`src/rtl/alu_decoder_mc.sv`:
```
// Registered RV32 ALU-op decoder; MUL/DIV ops are held for a programmable latency
// while the core is stalled. Single-cycle ops: 1-cycle latency, back-to-back accept.
module alu_decoder_mc #(
  parameter bit ENABLE_M   = 1'b1,
  parameter int MUL_CYCLES = 4,
  parameter int DIV_CYCLES = 33,
  parameter int CNT_WIDTH  = 6
) (
  input  logic       clk,
  input  logic       rst,
  input  logic       flush,
  input  logic       issue_valid,
  output logic       issue_ready,
  input  logic       addr_calc,
  input  logic [6:0] opcode,
  input  logic [2:0] funct3,
  input  logic [6:0] funct7,
  output logic [3:0] alu_op,
  output logic       alu_valid,
  output logic       illegal,
  output logic       stall
);

  localparam logic [3:0] OP_ADD = 4'd0,  OP_SUB = 4'd1,   OP_XOR = 4'd2,  OP_OR  = 4'd3;
  localparam logic [3:0] OP_AND = 4'd4,  OP_SLL = 4'd5,   OP_SRL = 4'd6,  OP_MUL = 4'd7;
  localparam logic [3:0] OP_DIV = 4'd8,  OP_SRA = 4'd9,   OP_SLT = 4'd10, OP_SLTU = 4'd11;
  localparam logic [3:0] OP_LUI = 4'd12, OP_REM = 4'd13,  OP_DIVU = 4'd14, OP_NA = 4'd15;

  localparam logic [CNT_WIDTH-1:0] MUL_LOAD = CNT_WIDTH'(MUL_CYCLES - 1);
  localparam logic [CNT_WIDTH-1:0] DIV_LOAD = CNT_WIDTH'(DIV_CYCLES - 1);

  typedef enum logic {IDLE, BUSY} state_t;

  state_t               state, state_nxt;
  logic [CNT_WIDTH-1:0] cnt, cnt_nxt;
  logic [3:0]           alu_op_nxt, dec_op;
  logic                 alu_valid_nxt, illegal_nxt;
  logic                 dec_illegal, dec_mul, dec_div, dec_multi;

  assign issue_ready = (state == IDLE);
  assign stall       = (state == BUSY);

  // OP_NA is never a legal result, so illegality falls out of the decoded op.
  always_comb begin
    dec_op  = OP_NA;
    dec_mul = 1'b0;
    dec_div = 1'b0;
    if (addr_calc) begin
      dec_op = OP_ADD;
    end else begin
      case (opcode)
        7'b0110011: begin
          if (funct7 == 7'b0000001) begin
            if (ENABLE_M) begin
              case (funct3)
                3'b000: begin dec_op = OP_MUL;  dec_mul = 1'b1; end
                3'b100: begin dec_op = OP_DIV;  dec_div = 1'b1; end
                3'b101: begin dec_op = OP_DIVU; dec_div = 1'b1; end
                3'b110: begin dec_op = OP_REM;  dec_div = 1'b1; end
                default: dec_op = OP_NA;
              endcase
            end
          end else if (funct7 == 7'b0000000) begin
            case (funct3)
              3'b000:  dec_op = OP_ADD;
              3'b001:  dec_op = OP_SLL;
              3'b010:  dec_op = OP_SLT;
              3'b011:  dec_op = OP_SLTU;
              3'b100:  dec_op = OP_XOR;
              3'b101:  dec_op = OP_SRL;
              3'b110:  dec_op = OP_OR;
              default: dec_op = OP_AND;
            endcase
          end else if (funct7 == 7'b0100000) begin
            if (funct3 == 3'b000)      dec_op = OP_SUB;
            else if (funct3 == 3'b101) dec_op = OP_SRA;
          end
        end
        7'b0010011: begin
          case (funct3)
            3'b000:  dec_op = OP_ADD;
            3'b010:  dec_op = OP_SLT;
            3'b011:  dec_op = OP_SLTU;
            3'b100:  dec_op = OP_XOR;
            3'b110:  dec_op = OP_OR;
            3'b111:  dec_op = OP_AND;
            3'b001:  if (funct7 == 7'b0000000) dec_op = OP_SLL;
            default: begin
              if (funct7 == 7'b0000000)      dec_op = OP_SRL;
              else if (funct7 == 7'b0100000) dec_op = OP_SRA;
            end
          endcase
        end
        7'b0000011, 7'b0100011: if (funct3 == 3'b010) dec_op = OP_ADD;
        7'b1100011: if (funct3 == 3'b000 || funct3 == 3'b001) dec_op = OP_ADD;
        7'b1100111: if (funct3 == 3'b000) dec_op = OP_ADD;
        7'b1101111, 7'b0010111: dec_op = OP_ADD;
        7'b0110111: dec_op = OP_LUI;
        default: dec_op = OP_NA;
      endcase
    end
  end

  assign dec_illegal = (dec_op == OP_NA);
  // A latency of 1 makes the op indistinguishable from a single-cycle one.
  assign dec_multi   = (dec_mul && (MUL_CYCLES > 1)) || (dec_div && (DIV_CYCLES > 1));

  always_comb begin
    state_nxt     = state;
    cnt_nxt       = cnt;
    alu_op_nxt    = alu_op;
    illegal_nxt   = illegal;
    alu_valid_nxt = 1'b0;
    if (flush) begin
      state_nxt = IDLE;
      cnt_nxt   = '0;
    end else begin
      case (state)
        IDLE: begin
          if (issue_valid) begin
            alu_op_nxt  = dec_op;
            illegal_nxt = dec_illegal;
            if (dec_multi) begin
              state_nxt = BUSY;
              cnt_nxt   = dec_mul ? MUL_LOAD : DIV_LOAD;
            end else begin
              alu_valid_nxt = 1'b1;
            end
          end
        end
        default: begin
          if (cnt == CNT_WIDTH'(1)) begin
            state_nxt     = IDLE;
            cnt_nxt       = '0;
            alu_valid_nxt = 1'b1;
          end else begin
            cnt_nxt = cnt - CNT_WIDTH'(1);
          end
        end
      endcase
    end
  end

  always_ff @(posedge clk) begin
    if (rst) begin
      state     <= IDLE;
      cnt       <= '0;
      alu_op    <= OP_NA;
      alu_valid <= 1'b0;
      illegal   <= 1'b0;
    end else begin
      state     <= state_nxt;
      cnt       <= cnt_nxt;
      alu_op    <= alu_op_nxt;
      alu_valid <= alu_valid_nxt;
      illegal   <= illegal_nxt;
    end
  end

endmodule

```
`config.mk`:
```
export PLATFORM = sky130hd
export DESIGN_NAME = alu_decoder_mc
export DESIGN_NICKNAME = d
export VERILOG_FILES = /design/src/rtl/alu_decoder_mc.sv
export SDC_FILE = /design/constraint.sdc
export NUM_CORES = 1
export LEC_CHECK = 0
export CELL_PAD_IN_SITES_DETAIL_PLACEMENT = 0
export CELL_PAD_IN_SITES_GLOBAL_PLACEMENT = 1
export CORE_MARGIN = 4
export CORE_UTILIZATION = 37
export DETAILED_ROUTE_END_ITERATION = 8
export MAX_ROUTING_LAYER = met4
export PLACE_DENSITY_LB_ADDON = 0.1
export REMOVE_ABC_BUFFERS = 1
export SYNTH_ARGS = -nofsm -noshare
export SYNTH_HDL_FRONTEND = slang
export SYNTH_SLANG_ARGS = --single-unit
```
`constraint.sdc`:
```
create_clock -name clk -period 3.9 [get_ports clk]
set_clock_uncertainty 0.15 [all_clocks]
set_input_delay 0.585 -clock clk [delete_from_list [all_inputs] [get_ports clk]]
set_output_delay 0.585 -clock clk [all_outputs]
set_load 0.05 [all_outputs]
```
# ---- After elaboration in Yosys (flattened, before gate mapping)
# Index checks and enable logic that the tools add are counted.
dict set report op_classes {
  add_sub_neg 1
  n_eq_ne 20
  mux 37
  n_bitwise 2
  reduce_logical 12
}
# operator n
set op_table {}
lappend op_table {{4-bit one-hot mux with 7 select lines} 3}
lappend op_table {{4-bit two-way mux} 10}
lappend op_table {{6-bit two-way mux} 5}
lappend op_table {{7-bit by 6-bit equality test with 1-bit output (second input constant)} 4}
lappend op_table {{7-bit equality test (second input constant)} 3}
lappend op_table {{1-bit two-way mux} 16}
lappend op_table {{4-bit one-hot mux with 4 select lines} 1}
lappend op_table {{7-bit by 5-bit equality test with 1-bit output (second input constant)} 2}
lappend op_table {{3-bit equality test (second input constant)} 4}
lappend op_table {{7-bit by 1-bit equality test with 1-bit output (second input constant)} 1}
lappend op_table {{7-bit by 2-bit equality test with 1-bit output (second input constant)} 1}
lappend op_table {{7-bit logical NOT} 1}
lappend op_table {{3-bit by 2-bit equality test with 1-bit output (second input constant)} 2}
lappend op_table {{6-bit by 1-bit equality test with 1-bit output (second input constant)} 1}
lappend op_table {{3-bit two-way mux} 2}
lappend op_table {{2-bit OR reduction} 3}
lappend op_table {{6-bit by 1-bit subtractor with 6-bit output (second input constant)} 1}
lappend op_table {{4-bit equality test (second input constant)} 1}
lappend op_table {{2-bit nonzero test} 2}
lappend op_table {{3-bit by 1-bit equality test with 1-bit output (second input constant)} 1}
lappend op_table {{3-bit logical NOT} 1}
lappend op_table {{3-bit AND reduction} 1}
lappend op_table {{3-bit OR reduction} 1}
lappend op_table {{1-bit logical OR} 2}
lappend op_table {{2 further kinds} 3}
dict set report word_totals {
  ff_bits 13
  input_bits 22
  output_inout_bits 8
  wordCells 77
}

# ---- Depth between registers and ports, before layout
dict set report logic_depth {
  depth_word 10
  ltp_mapped 8
}

# ---- Least setup slack after synthesis
# No wires, ideal clock.
dict set report synth_timing {
  kind {input port to flip-flop}
  startpoint {in funct7[1]}
  endpoint {reg cnt[1]}
  setup_time_ps 125
  arrival_time_ps 1868
  required_ps 3625
  slack_ps 1758
  path_stages 6
  n_path_buf 0
  path_cell_list {or3_4 -> nor4_4 -> and3b_1 -> nor2_2 -> a211o_1 -> nor2b_1}
}
dict set report synth_between {
  elab_chain_len 8
  elab_cells_between_ends 14
  classes_between {1 x eq/ne; 10 x mux; 3 x reduce/logical}
}
# element line
set synth_lines {}
lappend synth_lines {{start: declaration} 17} ;# input logic [6:0] funct7,
lappend synth_lines {{7-bit by 1-bit equality test with 1-bit output *} 53} ;# if (funct7 == 7'b0000001) begin
lappend synth_lines {{1-bit two-way mux} 53}
lappend synth_lines {{1-bit two-way mux} 51} ;# case (opcode)
lappend synth_lines {{1-bit two-way mux} 48} ;# if (addr_calc) begin
lappend synth_lines {{6-bit two-way mux} 125} ;# cnt_nxt = dec_mul ? MUL_LOAD : DIV_LOAD;
lappend synth_lines {{6-bit two-way mux} 123} ;# if (dec_multi) begin
lappend synth_lines {{6-bit two-way mux} 120} ;# if (issue_valid) begin
lappend synth_lines {{6-bit two-way mux} 118} ;# case (state)
lappend synth_lines {{end signal: assignment} 153} ;# cnt <= cnt_nxt;
lappend synth_lines {{end: declaration} 35} ;# logic [CNT_WIDTH-1:0] cnt, cnt_nxt;
# Every way passes the cells marked *; elsewhere a longest branch is shown, timed or not. The select of a mux whose other input is x is not followed.
# A chain may end at the register's enable or synchronous reset.

# ---- Worst setup path after layout
dict set report layout_timing {
  startpoint {in funct3[2]}
  endpoint {reg alu_op[3]}
}
dict set report layout_between {
  elab_chain_len 7
  elab_cells_between_ends 21
  classes_between {7 x eq/ne; 12 x mux; 2 x reduce/logical}
}
# element line
set layout_lines {}
lappend layout_lines {{start: declaration} 16} ;# input logic [2:0] funct3,
lappend layout_lines {{parallel branches: the longest is 5 deep, another holds 4-bit one-hot mux with 7 select lines} --}
lappend layout_lines {{4-bit one-hot mux with 7 select lines *} 51}
lappend layout_lines {{4-bit two-way mux *} 48}
lappend layout_lines {{end signal: assignment} 154} ;# alu_op <= alu_op_nxt;
lappend layout_lines {{end: declaration} 18} ;# output logic [3:0] alu_op,
# Every way passes the cells marked *.

==> results_dict.tcl <==
set metrics [dict create \
    arrival_ns 2.71 \
    viasPerCell 5.84 \
    tns_ns 0 \
    pin_count 30 \
    reg2reg_slack_ns 1.91 \
    grt_pass1_vias 1169 \
    netlist_instances 155 \
    wl_per_cell_um 14.1 \
    die_area_mm2 0.00402 \
    final_common_cell "clkdlybuf4s50_1" \
    ys_async_sr_fraction_pct 0 \
    end_kind "flip-flop" \
    initial_utilization_pct 39.9 \
    hold_viol 0 \
    port_buffers 29 \
    r2r_cells 6 \
    grt_max_degree 20 \
    synth.cell_area_mm2 0.00114 \
    tightestPinTransition_ns 0.665 \
    ant_nets 0 \
    cts_htree_levels 1 \
    p_total_mw 0.317 \
    clock_sinks 13 \
    path_cells "clkdlybuf4s50_1 -> a211o_1 -> a221o_1 -> nor3_2 -> nand3_1 -> a221o_1" \
    diodes 0 \
    cts_buffer_depth 2 \
    drt-initial-drc-count 50 \
    ys_ff_latch 13 \
    worst_path_most_repeated_cell "a221o_1" \
    hold_class "flip-flop to flip-flop" \
    synth_top_area_share_pct 22.9 \
    syn_avg_cell_area_um2 7.34 \
    insertion_delay_ns 0.28 \
    startpoint "funct3[2]" \
    timing.fmax_mhz 373 \
    yosysWarnings 0 \
    routabilityCongestion 0.878 \
    die_y_um 63.4 \
    grt_pass1_wl_mm 5.35 \
    fin_nets 207 \
    min_period_over_period_pct 68.7 \
    syn2layout_area_growth_pct 28.3 \
    rr_endpoint "cnt[5]" \
    drtPass1Iterations 4 \
    synth-edff-count 0 \
    setup_viol 0 \
    vdd_drop_max_v 0.000210 \
    outcome "finished, final reports clean" \
    drv_slew 0 \
    yosys.area.top_type "dfxtp_1" \
    grt_use_total_pct 16.5 \
    critPathMaxFanout 19 \
    ctsHoldBuffers 0 \
    cts_resized 0 \
    fin_util_pct 51.1 \
    antenna_found_initial 0 \
    drcViolationCount 0 \
    critical_path_class "input port to flip-flop" \
    slew_headroom_pct 55.3 \
    critPathRequiredTime_ns 3.93 \
    cp_slowest_cell "clkdlybuf4s50_1" \
    yosys-top-cells-area "dfxtp_1, a21oi_1, nand2_1" \
    layout_common_cells "clkdlybuf4s50_1, nand2_1, nor2_1" \
    fin_crit_ns 2.68 \
    rsz0062_at_grt "no" \
    endpoint "alu_op[3]" \
    cp-start-kind "input port" \
    leakagePower_nw 0.519 \
    power.density_mw_per_mm2 217 \
    maxCapViolations 0 \
    row_count 19 \
    timing.rr.start "cnt[3]" \
    cts_made_buffers 3 \
    drt_wl_total_mm 3.00 \
    ys_types 50 \
    synthFlopType "dfxtp_1" \
    fp.dieW_um 63.4 \
    coreArea_mm2 0.00285 \
    hpwl_mm 2.37 \
    ys_seq_area_share_pct 22.9 \
    cts_root_buffer "clkbuf_4" \
    max_stage_delay_ns 0.72 \
    post_cts_buffers 0 \
    cts_tree "done" \
    cts.clk_slew.worst_paths_ns 0.09 \
    grt_overflow 0 \
    via_count 1244 \
    drive_gt1_share_pct 8.79 \
]
worst max-delay path, delay by kind of cell:
| family | cells | cell delay (ns) |
|---|---|---|
| buffers and inverters | 1 | 0.72 |
| AOI/OAI and AO/OA | 3 | 1.07 |
| and+or+nand+nor | 2 | 0.32 |
stage by stage:
stage | hold slack (ns) | setup WS [ns] | instance area, um^2 | instances
2_1_floorplan | 0.295 | 1.73 | 1100 | 149
3_3_place_gp | 0.303 | 1.02 | 1430 | 209
3_5_place_dp | 0.299 | 0.915 | 1430 | 209
4_1_cts | 0.329 | 1.23 | 1460 | 213
5_1_grt | 0.347 | 1.10 | 1460 | 213
6_report | 0.327 | 1.22 | 1460 | 213
worst min-delay path by stage:
stage | cells after the start | to | slack [ns] | start
6_report | 2 | cnt[5] | 0.33 | cnt[5]
5_1_grt | 1 | alu_op[0] | 0.35 | alu_op[0]
4_1_cts | 1 | alu_op[0] | 0.33 | alu_op[0]
3_5_place_dp | 1 | alu_op[0] | 0.30 | alu_op[0]
3_3_place_gp | 2 | alu_op[2] | 0.30 | alu_op[2]
2_1_floorplan | 2 | cnt[5] | 0.29 | cnt[5]
state kept, by name, summed over array words and instances (netlist names):
signal	count
cnt	6
alu_op	4
alu_valid	1
illegal	1
stall	1
power by group:
part	total [mW]	internal (mW)	leakage, nW	switching [mW]
Combinational	0.0930	0.0427	0.398	0.0503
Clock	0.0861	0.0397	0.0150	0.0465
Sequential	0.138	0.136	0.106	0.00171
Total	0.317	0.219	0.519	0.0984
routing by layer:
| layer | GRT usage [%] | routed length (um) | vias to the layer above |
|---|---|---|---|
| met5 | - | 0 | - |
| met3 | 4.97 | 204 | 4 |
| met2 | 24.1 | 1290 | 44 |
| met4 | 1.62 | 10 | 0 |
| li1 | - | - | 621 |
| met1 | 23.2 | 1490 | 575 |
final cells by class:
type	count	area (um^2)
sequential	13	260
inverter	7	26.3
multi-input combinational	129	817
fill	304	1390
tap	31	38.8
clock buffer	4	26.3
timing repair buffer	29	290
Yosys cell counts, drive strengths merged (3+ instances only):
master,number
a211o,4
a211oi,3
a21oi,12
buf,4
dfxtp,13
inv,7
nand2,16
nand2b,4
nand3b,3
nand4,4
nor2,16
nor3,11
nor4,3
o211ai,3
o21ai,15
or3,6
cell families (layout without fill, tap and decap cells):
| family | count (synthesis) | count (layout) | share of synthesized area (%) |
|---|---|---|---|
| AO/OA/AOI/OAI | 47 | 47 | 26.4 |
| adder cells (fa/ha/maj) | 2 | 2 | 2.20 |
| AND/OR/NAND/NOR | 77 | 77 | 40.7 |
| buffers and inverters | 13 | 40 | 5.28 |
| flip-flops | 13 | 13 | 22.9 |
| XOR/XNOR | 2 | 2 | 1.54 |
| multiplexers | 1 | 1 | 0.990 |
Power figures use the tool's default switching activity.
